===== config.mk =====
export PLATFORM = sky130hd
export DESIGN_NAME = serial_receiver
export DESIGN_NICKNAME = d
export VERILOG_FILES = /design/src/rtl/serial_receiver_pkg.sv /design/src/rtl/serial_receiver_sipo.sv /design/src/rtl/serial_receiver.sv
export SDC_FILE = /design/constraint.sdc
export NUM_CORES = 1
export LEC_CHECK = 0
export CORE_MARGIN = 10
export CORE_UTILIZATION = 45
export DETAILED_ROUTE_END_ITERATION = 8
export PLACE_DENSITY = 0.67
export SLEW_MARGIN = 20
export SYNTH_ARGS = -nofsm -noshare
export SYNTH_HDL_FRONTEND = slang
export SYNTH_SLANG_ARGS = --single-unit

===== constraint.sdc =====
create_clock -name clk -period 1.6 [get_ports clk]
set_input_delay 0.32 -clock clk [delete_from_list [all_inputs] [get_ports clk]]
set_output_delay 0.32 -clock clk [all_outputs]
set_load 0.02 [all_outputs]

===== src/rtl/serial_receiver_pkg.sv =====
// Shared serial frame definitions.
// Receive FSM states and default frame format.
package serial_receiver_pkg;

  localparam int SPB_DEFAULT       = 16;
  localparam int DATA_BITS_DEFAULT = 8;

  typedef enum logic [1:0] {
    IDLE,
    START,
    DATA,
    STOP
  } state_t;

endpackage


===== src/rtl/serial_receiver_sipo.sv =====
// Serial-in/parallel-out register.
// Shifts right so the first bit received lands in the LSB.
module sipo_shift_register #(
  parameter int W = 8
) (
  input  logic         clk,
  input  logic         rst_n,
  input  logic         shift_en,
  input  logic         sin,
  output logic [W-1:0] pout
);

  logic [W-1:0] sr_q;
  logic [W-1:0] sr_d;

  always_comb begin
    sr_d = sr_q;
    if (shift_en) sr_d = {sin, sr_q[W-1:1]};
  end

  always_ff @(posedge clk or negedge rst_n) begin
    if (!rst_n) sr_q <= '0;
    else        sr_q <= sr_d;
  end

  assign pout = sr_q;

endmodule


===== src/rtl/serial_receiver.sv =====
// Oversampling asynchronous serial receiver.
// Mid-bit sampling, LSB-first, valid/ack handshake.
module serial_receiver
  import serial_receiver_pkg::*;
#(
  parameter int SAMPLES_PER_BIT = SPB_DEFAULT,
  parameter int DATA_BITS       = DATA_BITS_DEFAULT
) (
  input  logic                 clk,
  input  logic                 reset,
  input  logic                 r_enable,
  input  logic                 data_in,
  input  logic                 char_read,
  output logic [DATA_BITS-1:0] data_out,
  output logic                 data_valid,
  output logic                 char_received,
  output logic                 frame_error,
  output logic                 overrun
);

  localparam int CW = $clog2(SAMPLES_PER_BIT);
  localparam int IW = $clog2(DATA_BITS + 1);

  localparam logic [CW-1:0] HALF_M1 =
    CW'(SAMPLES_PER_BIT / 2 - 1);
  localparam logic [CW-1:0] FULL_M1 =
    CW'(SAMPLES_PER_BIT - 1);
  localparam logic [IW-1:0] LAST_IDX =
    IW'(DATA_BITS - 1);

  logic [1:0]           sync_q, sync_d;
  logic                 rx_s;
  state_t               state_q, state_d;
  logic [CW-1:0]        cnt_q, cnt_d;
  logic [IW-1:0]        idx_q, idx_d;
  logic [DATA_BITS-1:0] data_out_q, data_out_d;
  logic                 valid_q, valid_d;
  logic                 crx_q, crx_d;
  logic                 ferr_q, ferr_d;
  logic                 ovr_q, ovr_d;
  logic                 shift_en;
  logic                 good;
  logic                 bad;
  logic [DATA_BITS-1:0] sr;

  assign sync_d = {sync_q[0], data_in};
  assign rx_s   = sync_q[1];

  sipo_shift_register #(
    .W(DATA_BITS)
  ) u_sipo (
    .clk     (clk),
    .rst_n   (reset),
    .shift_en(shift_en),
    .sin     (rx_s),
    .pout    (sr)
  );

  always_comb begin
    state_d  = state_q;
    cnt_d    = cnt_q;
    idx_d    = idx_q;
    shift_en = 1'b0;
    good     = 1'b0;
    bad      = 1'b0;
    if (!r_enable) begin
      state_d = IDLE;
    end else begin
      unique case (state_q)
        IDLE: begin
          if (!rx_s) begin
            state_d = START;
            cnt_d   = '0;
          end
        end
        START: begin
          if (cnt_q == HALF_M1) begin
            if (!rx_s) begin
              state_d = DATA;
              cnt_d   = '0;
              idx_d   = '0;
            end else begin
              state_d = IDLE;
            end
          end else begin
            cnt_d = cnt_q + CW'(1);
          end
        end
        DATA: begin
          if (cnt_q == FULL_M1) begin
            shift_en = 1'b1;
            cnt_d    = '0;
            idx_d    = idx_q + IW'(1);
            if (idx_q == LAST_IDX) state_d = STOP;
          end else begin
            cnt_d = cnt_q + CW'(1);
          end
        end
        STOP: begin
          if (cnt_q == FULL_M1) begin
            state_d = IDLE;
            good    = rx_s;
            bad     = !rx_s;
          end else begin
            cnt_d = cnt_q + CW'(1);
          end
        end
        default: state_d = IDLE;
      endcase
    end
  end

  // A read coinciding with a load acknowledges the old char, not the new one
  always_comb begin
    data_out_d = data_out_q;
    valid_d    = valid_q;
    ovr_d      = ovr_q;
    crx_d      = good;
    ferr_d     = bad;
    if (char_read) begin
      valid_d = 1'b0;
      ovr_d   = 1'b0;
    end
    if (good) begin
      data_out_d = sr;
      valid_d    = 1'b1;
      if (valid_q && !char_read) ovr_d = 1'b1;
    end
  end

  always_ff @(posedge clk or negedge reset) begin
    if (!reset) begin
      sync_q     <= 2'b11;
      state_q    <= IDLE;
      cnt_q      <= '0;
      idx_q      <= '0;
      data_out_q <= '0;
      valid_q    <= 1'b0;
      crx_q      <= 1'b0;
      ferr_q     <= 1'b0;
      ovr_q      <= 1'b0;
    end else begin
      sync_q     <= sync_d;
      state_q    <= state_d;
      cnt_q      <= cnt_d;
      idx_q      <= idx_d;
      data_out_q <= data_out_d;
      valid_q    <= valid_d;
      crx_q      <= crx_d;
      ferr_q     <= ferr_d;
      ovr_q      <= ovr_d;
    end
  end

  assign data_out      = data_out_q;
  assign data_valid    = valid_q;
  assign char_received = crx_q;
  assign frame_error   = ferr_q;
  assign overrun       = ovr_q;

endmodule

# Word level (Yosys, flattened, before mapping)
# Index checks and enable logic that the tools add are counted.
[classes]
n_reduce_logical = 9
eq_ne = 15
mux = 31
add_sub_neg = 2
[op_table]
columns = ["op", "n"]
rows = [
  ["$mux W4", 7],
  ["$pmux W4 S4", 1],
  ["$ne A3 B3 Y1 const B", 5],
  ["$mux W1", 14],
  ["$mux W2", 7],
  ["$reduce_and A5 Y1", 2],
  ["$add A4 B1 Y4 const B", 2],
  ["$eq A4 B3 Y1 const B", 2],
  ["$ne A2 B2 Y1 const B", 4],
  ["$pmux W2 S4", 1],
  ["$pmux W4 S2", 1],
  ["$eq A2 B2 Y1 const B", 2],
  ["$eq A4 B4 Y1 const B", 1],
  ["$reduce_bool A2 Y1", 2],
  ["$eq A2 B1 Y1 const B", 1],
  ["$logic_not A1 Y1", 2],
  ["$logic_not A2 Y1", 1],
  ["$reduce_and A2 Y1", 1],
  ["$logic_and A1 B1 Y1", 1],
]
[word_totals]
register_bits = 32
in_bits = 5
output_inout_bits = 12
word_cells = 67

# Longest topological paths before layout
# Gate-level depths: netlist of run 1.
[depth]
word_depth = 5
ltp_mapped = 5
ltp_nobuf = 5

# By module
# From an unflattened synthesis of run 1, not the netlist that was laid out.
[hier_totals]
cells_unflattened = 128
hier_area_um2 = 1422.6
[by_module_without_submodules]
columns = ["module", "seq_area_each_um2", "n_inst", "cells_each", "area_each_um2"]
rows = [
  ["serial_receiver", 603.1, 1, 111, 1091.0],
  ["sipo_shift_register", 200.2, 1, 17, 331.6],
]

# Worst setup path before layout of run 1
# Ideal clock, no wire load.
[synth_timing]
path_type = "reg-to-reg"
startpoint = "register cnt_q[0]"
endpoint = "register u_sipo.sr_q[0], in the netlist u_sipo.pout[0]"
synth_period_minus_slack_ps = 1683
arrival_ps = 1555
setup_ps = 128
t_required_ps = 1472
stages_incl_launch_ff = 6
path_slack_ps = -83
n_path_buf = 1
cell_sequence = "dfrtp_1 > ha_1 > nand4_4 > nor3b_2 > buf_4 > mux2_1"
[synth_via]
elab_chain_cells = 4
[synth_lines]
columns = ["element", "line", "rtl"]
rows = [
  ["start, declared", "serial_receiver.sv:34", "logic [CW-1:0] cnt_q, cnt_d;"],
  ["start signal, assigned", "serial_receiver.sv:145", "cnt_q <= cnt_d;"],
  ["$eq A4 B4 Y1", "serial_receiver.sv:90", "if (cnt_q == FULL_M1) begin"],
  ["$mux W1", "serial_receiver.sv:90", ""],
  ["$mux W1", "serial_receiver.sv:69", "unique case (state_q)"],
  ["$mux W1", "serial_receiver.sv:66", "if (!r_enable) begin"],
  ["end signal, assigned", "serial_receiver_sipo.sv:23", "else sr_q <= sr_d;"],
  ["end, declared", "serial_receiver_sipo.sv:13", "logic [W-1:0] sr_q;"],
]
# Every way passes these cells.
# A chain may end at the register's enable or synchronous reset.

# Worst setup path in the final report of run 1
[layout_timing]
startpoint = "register cnt_q[1]"
endpoint = "register data_out_q[6], in the netlist data_out[6]"
[layout_via]
elab_chain_cells = 4
[layout_lines]
columns = ["element", "line", "rtl"]
rows = [
  ["$eq A4 B4 Y1", "serial_receiver.sv:100", "if (cnt_q == FULL_M1) begin"],
  ["$mux W1", "serial_receiver.sv:100", ""],
  ["$mux W1", "serial_receiver.sv:69", ""],
  ["$mux W1", "serial_receiver.sv:66", ""],
  ["named net crx_d", "serial_receiver.sv:38", "logic crx_q, crx_d;"],
  ["end signal, assigned", "serial_receiver.sv:147", "data_out_q <= data_out_d;"],
  ["end, declared", "serial_receiver.sv:36", "logic [DATA_BITS-1:0] data_out_q, data_out_d;"],
]
# The timed path passes the listed nets, and every way through them passes these cells.

==> results.json, run 1 <==
{
  "status": "finished clean",
  "power.switching_uw": 438,
  "synth_edf_count": 0,
  "cts.clk_slew.worst_paths_ps": 100,
  "start_util": 0.474,
  "port_buffers": 16,
  "overflow": 0,
  "worstHoldPathType": "in2async",
  "power_density_nw_per_um2": 853,
  "r2r_start": "cnt_q[1]",
  "postRouteAntennaNets": 0,
  "row_count": 20,
  "yosys_register_bits": 32,
  "die_x_um": 76.9,
  "finalCritPeriodShare": 0.979,
  "area_growth_pct": 28.7,
  "diodes": 0,
  "synth_top_area_share": 0.515,
  "seq_area_frac_synth": 0.551,
  "drt_iter0_markers": 44,
  "syn_area_um2": 1460,
  "wirelength_um": 2700,
  "start_kind": "flop",
  "multi_input_area_um2": 641,
  "dp_cells": 187,
  "avgSynthCellArea_um2": 12.8,
  "wl_per_cell_um": 13.8,
  "first_pass_iters": 4,
  "finalPower_uw": 1600,
  "synth.area.top_cells": "dfrtp_1 51%, mux2_1 12%, dfstp_2 3.6%, nor2_1 2.6%, nor4b_2 2.1%",
  "htree_levels": 2,
  "cts-hold-fix-buffers": 0,
  "hold_viol": 0,
  "fin_ws_ps": 33.9,
  "r2r_cells": 5,
  "grt_pass1_vias": 1036,
  "async_flop_share": 1.00,
  "drv_cap": 0,
  "cts_tree": "built",
  "cp.required_ps": 1820,
  "max_freq_mhz": 639,
  "cts_sinks": 32,
  "die_area_um2": 5920,
  "synth_ff_type": "dfrtp_1",
  "synth_nets": 121,
  "pre_cts_ws_ps": -248,
  "layout_min_cycle_time_ps": 1570,
  "finish.utilization": 0.610,
  "core_area_um2": 3080,
  "clockRootBuffer": "clkbuf_4",
  "vias_per_cell": 5.08,
  "final_max_slew_viol_count": 0,
  "drc": 0,
  "layout_commonest_cell": "dfrtp_1",
  "setup_viol": 0,
  "rsz0062_at_grt": "yes",
  "p_leak_uw": 0.000947,
  "worstSetupEndpointType": "flop",
  "ff_latch_area_um2": 806,
  "path_class": "reg2reg",
  "cts_buffers": 5,
  "yosysWarnings": 0,
  "drive_gt1_frac": 0.263,
  "cellInternalPower_uw": 1160,
  "io-pin-count": 17,
  "layoutNonFillerInstCount": 196,
  "grt_use_total": 0.0969,
  "r2r_slack_ps": 30,
  "gp_congestion": 0.797,
  "pwr-share-clk": 0.277,
  "vias": 996,
  "cts.path.max_buffers": 2,
  "reg2reg_to": "data_out[6]",
  "grt_start_max_net_pins": 33,
  "mostFrequentLayoutCells": "28 x dfrtp_1, 16 x mux2_1, 15 x buf_4",
  "power_frac_seq": 0.556,
  "yosysTopAreaCell": "dfrtp_1",
  "antenna_found_initial": 0,
  "synth_cells": 114,
  "p_comb_frac": 0.168,
  "yosysUniqueCellTypes": 39,
  "arrival_ps": 1790,
  "skew_ps": 12.8,
  "die_y_um": 76.9,
  "clk_latency_ps": 330,
  "final_nets": 158,
  "crit_fanout": 9,
  "dp_hpwl_um": 1980,
  "ir_drop_uv": 465,
  "worst_pin_slew_ps": 276,
  "swShare": 0.273,
  "grt_pass1_wl_um": 4700,
  "num-fill-cells": 260,
  "slew_headroom": 0.815
}
cell families (layout without fill, tap and decap cells):
| group | Yosys count | count (layout) | share of synthesized area |
|---|---|---|---|
| compound gates | 21 | 21 | 0.105 |
| mux | 17 | 17 | 0.131 |
| buf+inv | 7 | 45 | 0.0274 |
| simple gates | 32 | 32 | 0.151 |
| flops | 32 | 32 | 0.551 |
| xor+xnor | 3 | 3 | 0.0180 |
| fa+ha+maj | 2 | 2 | 0.0171 |
synthesized netlist by cell type, types with 3 or more instances:
library cell,number
mux2_1,16
nor2_1,10
xnor2_1,3
a21oi_1,4
nand2_1,4
a22o_1,3
inv_1,3
dfrtp_1,30
nand3_1,4
cell type report:
type / instances / share of cell area
Timing Repair Buffer: 34 / 0.165
Clock buffer: 5 / 0.0200
Inverter: 3 / 0.00600
Tap cell: 44 / 0.0293
Clock inverter: 3 / 0.00999
Multi-Input combinational cell: 75 / 0.341
Sequential cell: 32 / 0.429
through the flow:
| step | TNS (ps) | instance area [um^2] | hold WS [ps] |
|---|---|---|---|
| final | 0 | 1880 | 340 |
| after global routing | -145 | 1880 | 340 |
| after CTS | 0 | 1850 | 338 |
| after detailed placement | -4250 | 1810 | 351 |
| after global placement | -3580 | 1810 | 346 |
| after floorplan | 0 | 1470 | 24.4 |
state kept, by name, summed over array words and instances, names as in the netlist:
register,flops
state_q,2
data_valid,1
data_out,8
idx_q,4
u_sipo.pout,8
frame_error,1
overrun,1
char_received,1
cnt_q,4
sync_q,2
critical path: stages, from the launching register on:
cell and delay, ps:
dfrtp_1 400, ha_4 200, nand4_4 120, buf_12 160, nor2_4 230, mux2_1 360
power groups by stage:
stage               clock, uW  combinational, uW  sequential (uW)
global placement            0                245              903
detailed placement          0                254              906
floorplan                   0                132              909
finish                    444                269              891
CTS                       465                254              891
global route              497                301              896
metal layers:
layer | GRT usage | vias up | wire (um)
li1 | - | 492 | -
met2 | 0.141 | 19 | 1230
met5 | 0 | - | 0
met4 | 0.0613 | 0 | 54
met3 | 0.0303 | 5 | 108
met1 | 0.121 | 480 | 1310
timing repair:
action / 4_1_cts / 5_1_grt
endpoints found under the hold margin: 0 / 0
pin swaps: 0 / 2
setup buffers: 0 / 1
setup endpoints to repair: 12 / 21
gates resized for setup: 12 / 5
worst max path at each step:
| stage | start | endpoint | depth (start not counted) |
|---|---|---|---|
| 2_1_floorplan | cnt_q[0] | u_sipo.pout[0] | 5 |
| 3_3_place_gp | r_enable | cnt_q[1] | 5 |
| 3_5_place_dp | r_enable | data_out[6] | 4 |
| 4_1_cts | cnt_q[1] | data_out[6] | 5 |
| 5_1_grt | cnt_q[1] | data_out[6] | 5 |
| 6_report | cnt_q[1] | data_out[6] | 5 |
(Power assumes the default switching activity.)
==> run 2: changes to the inputs <==
--- a/config.mk
+++ b/config.mk
@@ -9,6 +9,7 @@
 export CORE_UTILIZATION = 45
 export DETAILED_ROUTE_END_ITERATION = 8
 export PLACE_DENSITY = 0.67
+export SETUP_SLACK_MARGIN = 0.4
 export SLEW_MARGIN = 20
 export SYNTH_ARGS = -nofsm -noshare
 export SYNTH_HDL_FRONTEND = slang
==> run 2 against run 1 <==
  * Wire length up 23%
  * Global-route usage rose by 1.4 points
  * Combinational power up 33%
  * Register-to-register slack about the same
  * Total power is 14% higher
  * Cell count rose by 13%
  * Maximum frequency grew 0.79%
  * Non-clock buffer count rose by 25
  * Setup slack improved by 12 ps
  * Clock skew down 2.5 ps
  * Count of clock-buffer cells in the layout is 1 higher
  * Hold slack better by 3.7 ps
  * Critical path type unchanged
  * Critical endpoint is now u_sipo.pout[7]
  * Largest power group unchanged
  * Highest routed layer unchanged
==> results.json, run 2 (synthesis results as in run 1) <==
{
  "arrival_ps": 1760,
  "finish.utilization": 0.737,
  "drive_gt1_frac": 0.582,
  "cts_sinks": 32,
  "die_x_um": 76.9,
  "worstSetupEndpointType": "flop",
  "vias_per_cell": 5.05,
  "num-fill-cells": 212,
  "start_kind": "flop",
  "skew_ps": 10.3,
  "worst_path_max_delay_cell": "dfrtp_1",
  "io-pin-count": 17,
  "grt_use_total": 0.111,
  "cts_tree": "built",
  "power_density_nw_per_um2": 806,
  "ir_drop_uv": 734,
  "vias": 1115,
  "gp_congestion": 0.792,
  "layoutNonFillerInstCount": 221,
  "cp.required_ps": 1810,
  "die_y_um": 76.9,
  "wirelength_um": 3300,
  "clk_latency_ps": 330,
  "htree_levels": 2,
  "drc": 0,
  "clockRootBuffer": "clkbuf_4",
  "path_cells": "ha_4, nand4_4, nor3b_4, buf_6, mux2_4",
  "drv_cap": 0,
  "crit_fanout": 6,
  "start_util": 0.474,
  "core_area_um2": 3080,
  "setup_viol": 0,
  "drt_iter0_markers": 79,
  "grt_pass1_wl_um": 5260,
  "grt_start_max_net_pins": 33,
  "holdWs_ps": 343,
  "slew_headroom": 0.836,
  "die_area_um2": 5920,
  "placed_area_um2": 1890,
  "area_growth_pct": 55.5,
  "layout_min_cycle_time_ps": 1550,
  "dp_cells": 189,
  "diodes": 0,
  "antenna_found_initial": 0,
  "cts.clk_slew.worst_paths_ps": 100,
  "finalPower_uw": 1830,
  "worst_pin_slew_ps": 245,
  "routedLengthMet1_um": 1390,
  "stdcell_area_um2": 2270,
  "dp_hpwl_um": 2160,
  "path_class": "reg2reg",
  "first_pass_iters": 4,
  "postRouteAntennaNets": 0,
  "wl_per_cell_um": 14.9,
  "rsz0062_at_grt": "yes",
  "layout_commonest_cell": "buf_4",
  "cts.path.max_buffers": 2,
  "mostFrequentLayoutCells": "34 x buf_4, 27 x dfrtp_1, 19 x buf_6",
  "status": "finished clean",
  "hold_viol": 0,
  "row_count": 20,
  "overflow": 0,
  "cts_buffers": 5,
  "final_max_slew_viol_count": 0,
  "max_freq_mhz": 644,
  "met2_length_um": 1690,
  "finalCritPeriodShare": 0.971,
  "grt_pass1_vias": 1119,
  "cts-hold-fix-buffers": 0,
  "final_nets": 183,
  "top_layer": "met4",
  "p_leak_uw": 0.00108,
  "cp_num_buf_inv": 1,
  "crit_path_max_incr_delay_ps": 400,
  "worstHoldPathType": "in2async",
  "port_buffers": 16,
  "wl_met3_um": 175,
  "path_delay_family": "flip-flops"
}
[run 2: cell count changes in the layout (fill, tap and decap cells not counted), sizes merged]
cell,delta
dlygate4sd2,-11
clkinv,-2
clkdlybuf4s50,-1
clkbuf,+1
buf,+37
bufinv,+1
[run 2: repair_timing]
| action | in CTS | in global routing |
|---|---|---|
| pin swaps | 6 | 4 |
| resized for setup | 72 | 25 |
| setup buffers | 16 | 8 |
| setup endpoints to repair | 40 | 42 |
| cloned | 0 | 0 |
[run 2: metrics by stage]
step,setup WS (ps),setup TNS (ps)
finish,46.2,0
global route,-46.8,-235
CTS,77.7,0
detailed placement,-183,-2920
global placement,-148,-2500
floorplan,22.0,0
[run 2: routing by layer]
layer | up-vias | GRT usage
met5 | - | 0
met4 | 0 | 0.0502
met3 | 6 | 0.0408
met2 | 31 | 0.181
met1 | 540 | 0.125
li1 | 538 | -
[run 2: final timing paths]
path                       startpoint              to  slack [ps]  depth (start not counted)
max                          cnt_q[0]  u_sipo.pout[7]          50                          5
min                             reset         overrun         340                          2
max reg2reg                  cnt_q[0]  u_sipo.pout[7]          50                          5
min reg2reg                 sync_q[0]       sync_q[1]         360                          0
max in group asynchronous       reset       sync_q[0]        1010                          2
min in group clk            sync_q[0]       sync_q[1]         360                          0
[run 2: final cells by class]
cell class                      count  area, um^2  share of cell area
Sequential cell                    32         807               0.356
Multi-Input combinational cell     75         771               0.340
Timing Repair Buffer               59         548               0.242
Tap cell                           44        55.1              0.0243
Clock buffer                        6        41.3              0.0182
Clock inverter                      2        35.0              0.0154
Inverter                            3        11.3             0.00496
[run 2: power by group]
part	internal [uW]	switching [uW]	total [uW]
clock network	327	252	580
registers	847	42.1	889
logic	207	152	359
==> run 3: changes to the inputs <==
--- a/config.mk
+++ b/config.mk
@@ -8,7 +8,7 @@
 export CORE_MARGIN = 10
 export CORE_UTILIZATION = 45
 export DETAILED_ROUTE_END_ITERATION = 8
-export PLACE_DENSITY = 0.67
+export PLACE_DENSITY = 0.64
 export SETUP_SLACK_MARGIN = 0.4
 export SLEW_MARGIN = 20
 export SYNTH_ARGS = -nofsm -noshare
==> constraint.sdc (replaced) <==
create_clock -name clk -period 1.85 [get_ports clk]
set_input_delay 0.37 -clock clk [delete_from_list [all_inputs] [get_ports clk]]
set_output_delay 0.37 -clock clk [all_outputs]
set_load 0.02 [all_outputs]
==> run 3 against run 2 <==
  * Cell count is 10% lower
  * Sequential share of layout area is 3.9 points higher
  * Total power is 17% lower
  * Die area stayed put
  * Critical path depth is 1 higher
  * Wire length is 3.5% lower
  * Critical path type unchanged
  * Largest power group unchanged
==> results.json, run 3 (synthesis results as in run 1) <==
{
  "grt_pass1_vias": 1007,
  "setup_viol": 0,
  "postRouteAntennaNets": 0,
  "dp_hpwl_um": 2080,
  "start_kind": "flop",
  "r2r_start": "cnt_q[1]",
  "rsz0062_at_grt": "yes",
  "drt_iter0_markers": 96,
  "worst_pin_slew_ps": 395,
  "die_area_um2": 5920,
  "cts_tree": "built",
  "min_path_cells": 0,
  "layout_commonest_cell": "dfrtp_1",
  "cts_sinks": 32,
  "core_area_um2": 3080,
  "cts.path.max_buffers": 2,
  "diodes": 0,
  "pre_cts_ws_ps": -73.1,
  "antenna_found_initial": 0,
  "cts_buffers": 5,
  "cts-hold-fix-buffers": 0,
  "htree_levels": 2,
  "first_pass_iters": 4,
  "slew_headroom": 0.737,
  "ir_drop_uv": 330,
  "final_max_slew_viol_count": 0,
  "wirelength_um": 3190,
  "reg2reg_to": "data_out[0]",
  "io-pin-count": 17,
  "row_count": 20,
  "grt_use_total": 0.109,
  "path_class": "reg2reg",
  "max_freq_mhz": 645,
  "finish.utilization": 0.665,
  "holdWs_ps": 360,
  "r2r_slack_ps": 300,
  "die_x_um": 76.9,
  "whs_endpoint": "sync_q[1]",
  "drv_cap": 0,
  "vias_per_cell": 5.26,
  "port_buffers": 16,
  "finalCritPeriodShare": 0.838,
  "hold_viol": 0,
  "skew_ps": 10.7,
  "placed_area_um2": 1780,
  "cp.required_ps": 2070,
  "num-fill-cells": 239,
  "wl_per_cell_um": 16.1,
  "crit_fanout": 5,
  "worstSetupEndpointType": "flop",
  "worstHoldPathType": "reg2reg",
  "final_nets": 160,
  "mostFrequentLayoutCells": "26 x dfrtp_1, 17 x mux2_4, 13 x buf_4",
  "fin_ws_ps": 299,
  "die_y_um": 76.9,
  "dp_cells": 182,
  "stdcell_area_um2": 2050,
  "startpoint": "cnt_q[1]",
  "grt_pass1_wl_um": 5130,
  "area_growth_pct": 40.4,
  "cts.clk_slew.worst_paths_ps": 110,
  "holdCritStartpoint": "sync_q[0]",
  "layout_min_cycle_time_ps": 1550,
  "start_util": 0.474,
  "status": "finished clean",
  "drive_gt1_frac": 0.461,
  "overflow": 0,
  "vias": 1042,
  "gp_congestion": 0.793,
  "clockRootBuffer": "clkbuf_4",
  "layoutNonFillerInstCount": 198,
  "clk_latency_ps": 330,
  "r2r_cells": 6,
  "drc": 0,
  "arrival_ps": 1770,
  "grt_start_max_net_pins": 33,
  "p_leak_uw": 0.000937,
  "power_density_nw_per_um2": 742
}
## run 3: worst max-delay path by stage
stage                                end
after floorplan           u_sipo.pout[0]
after global placement          cnt_q[1]
after detailed placement     data_out[0]
after CTS                 u_sipo.pout[6]
after global routing         data_out[0]
final                        data_out[0]
## run 3: through the flow
stage	setup TNS [ps]	total power, uW
3_5_place_dp	-585	957
4_1_cts	0	1520
5_1_grt	0	1600
2_1_floorplan	0	900
3_3_place_gp	-149	952
6_report	0	1520
## run 3: cell type report
type | count | area [um^2] | share of cell area
clock inverter | 3 | 42.5 | 0.0208
clock buffer | 5 | 37.5 | 0.0183
timing repair buffer | 36 | 342 | 0.167
inverter | 3 | 11.3 | 0.00550
multi-input combinational | 75 | 752 | 0.367
sequential | 32 | 808 | 0.395
tap | 44 | 55.1 | 0.0269
## run 3: power by group
part / leakage (uW) / switching [uW] / total [uW] / internal [uW]
Sequential: 0.000423 / 52.4 / 787 / 735
Combinational: 0.000472 / 91.9 / 207 / 115
Clock: 0.0000412 / 245 / 526 / 282
Total: 0.000937 / 389 / 1520 / 1130
## run 3: timing repair
action                     CTS  global route
setup buffers                7             0
pin swaps                    5             7
gates cloned                 1             0
gates resized for setup     30            30
setup endpoints to repair   36            36
hold endpoints to repair     0             0
## run 3: worst max-delay path: stages, from the launching register on
cell and delay [ps]:
dfrtp_2 410, ha_4 170, nand4_4 100, buf_6 150, nor2_4 150, clkbuf_16 170, mux2_4 300
## run 3: per-layer routing
layer  GRT usage  up-vias  share of wire
li1            -      497              -
met1       0.134      516           0.47
met2       0.169       24           0.48
met3      0.0361        5          0.039
met4      0.0446        0          0.013
met5           0        -              0
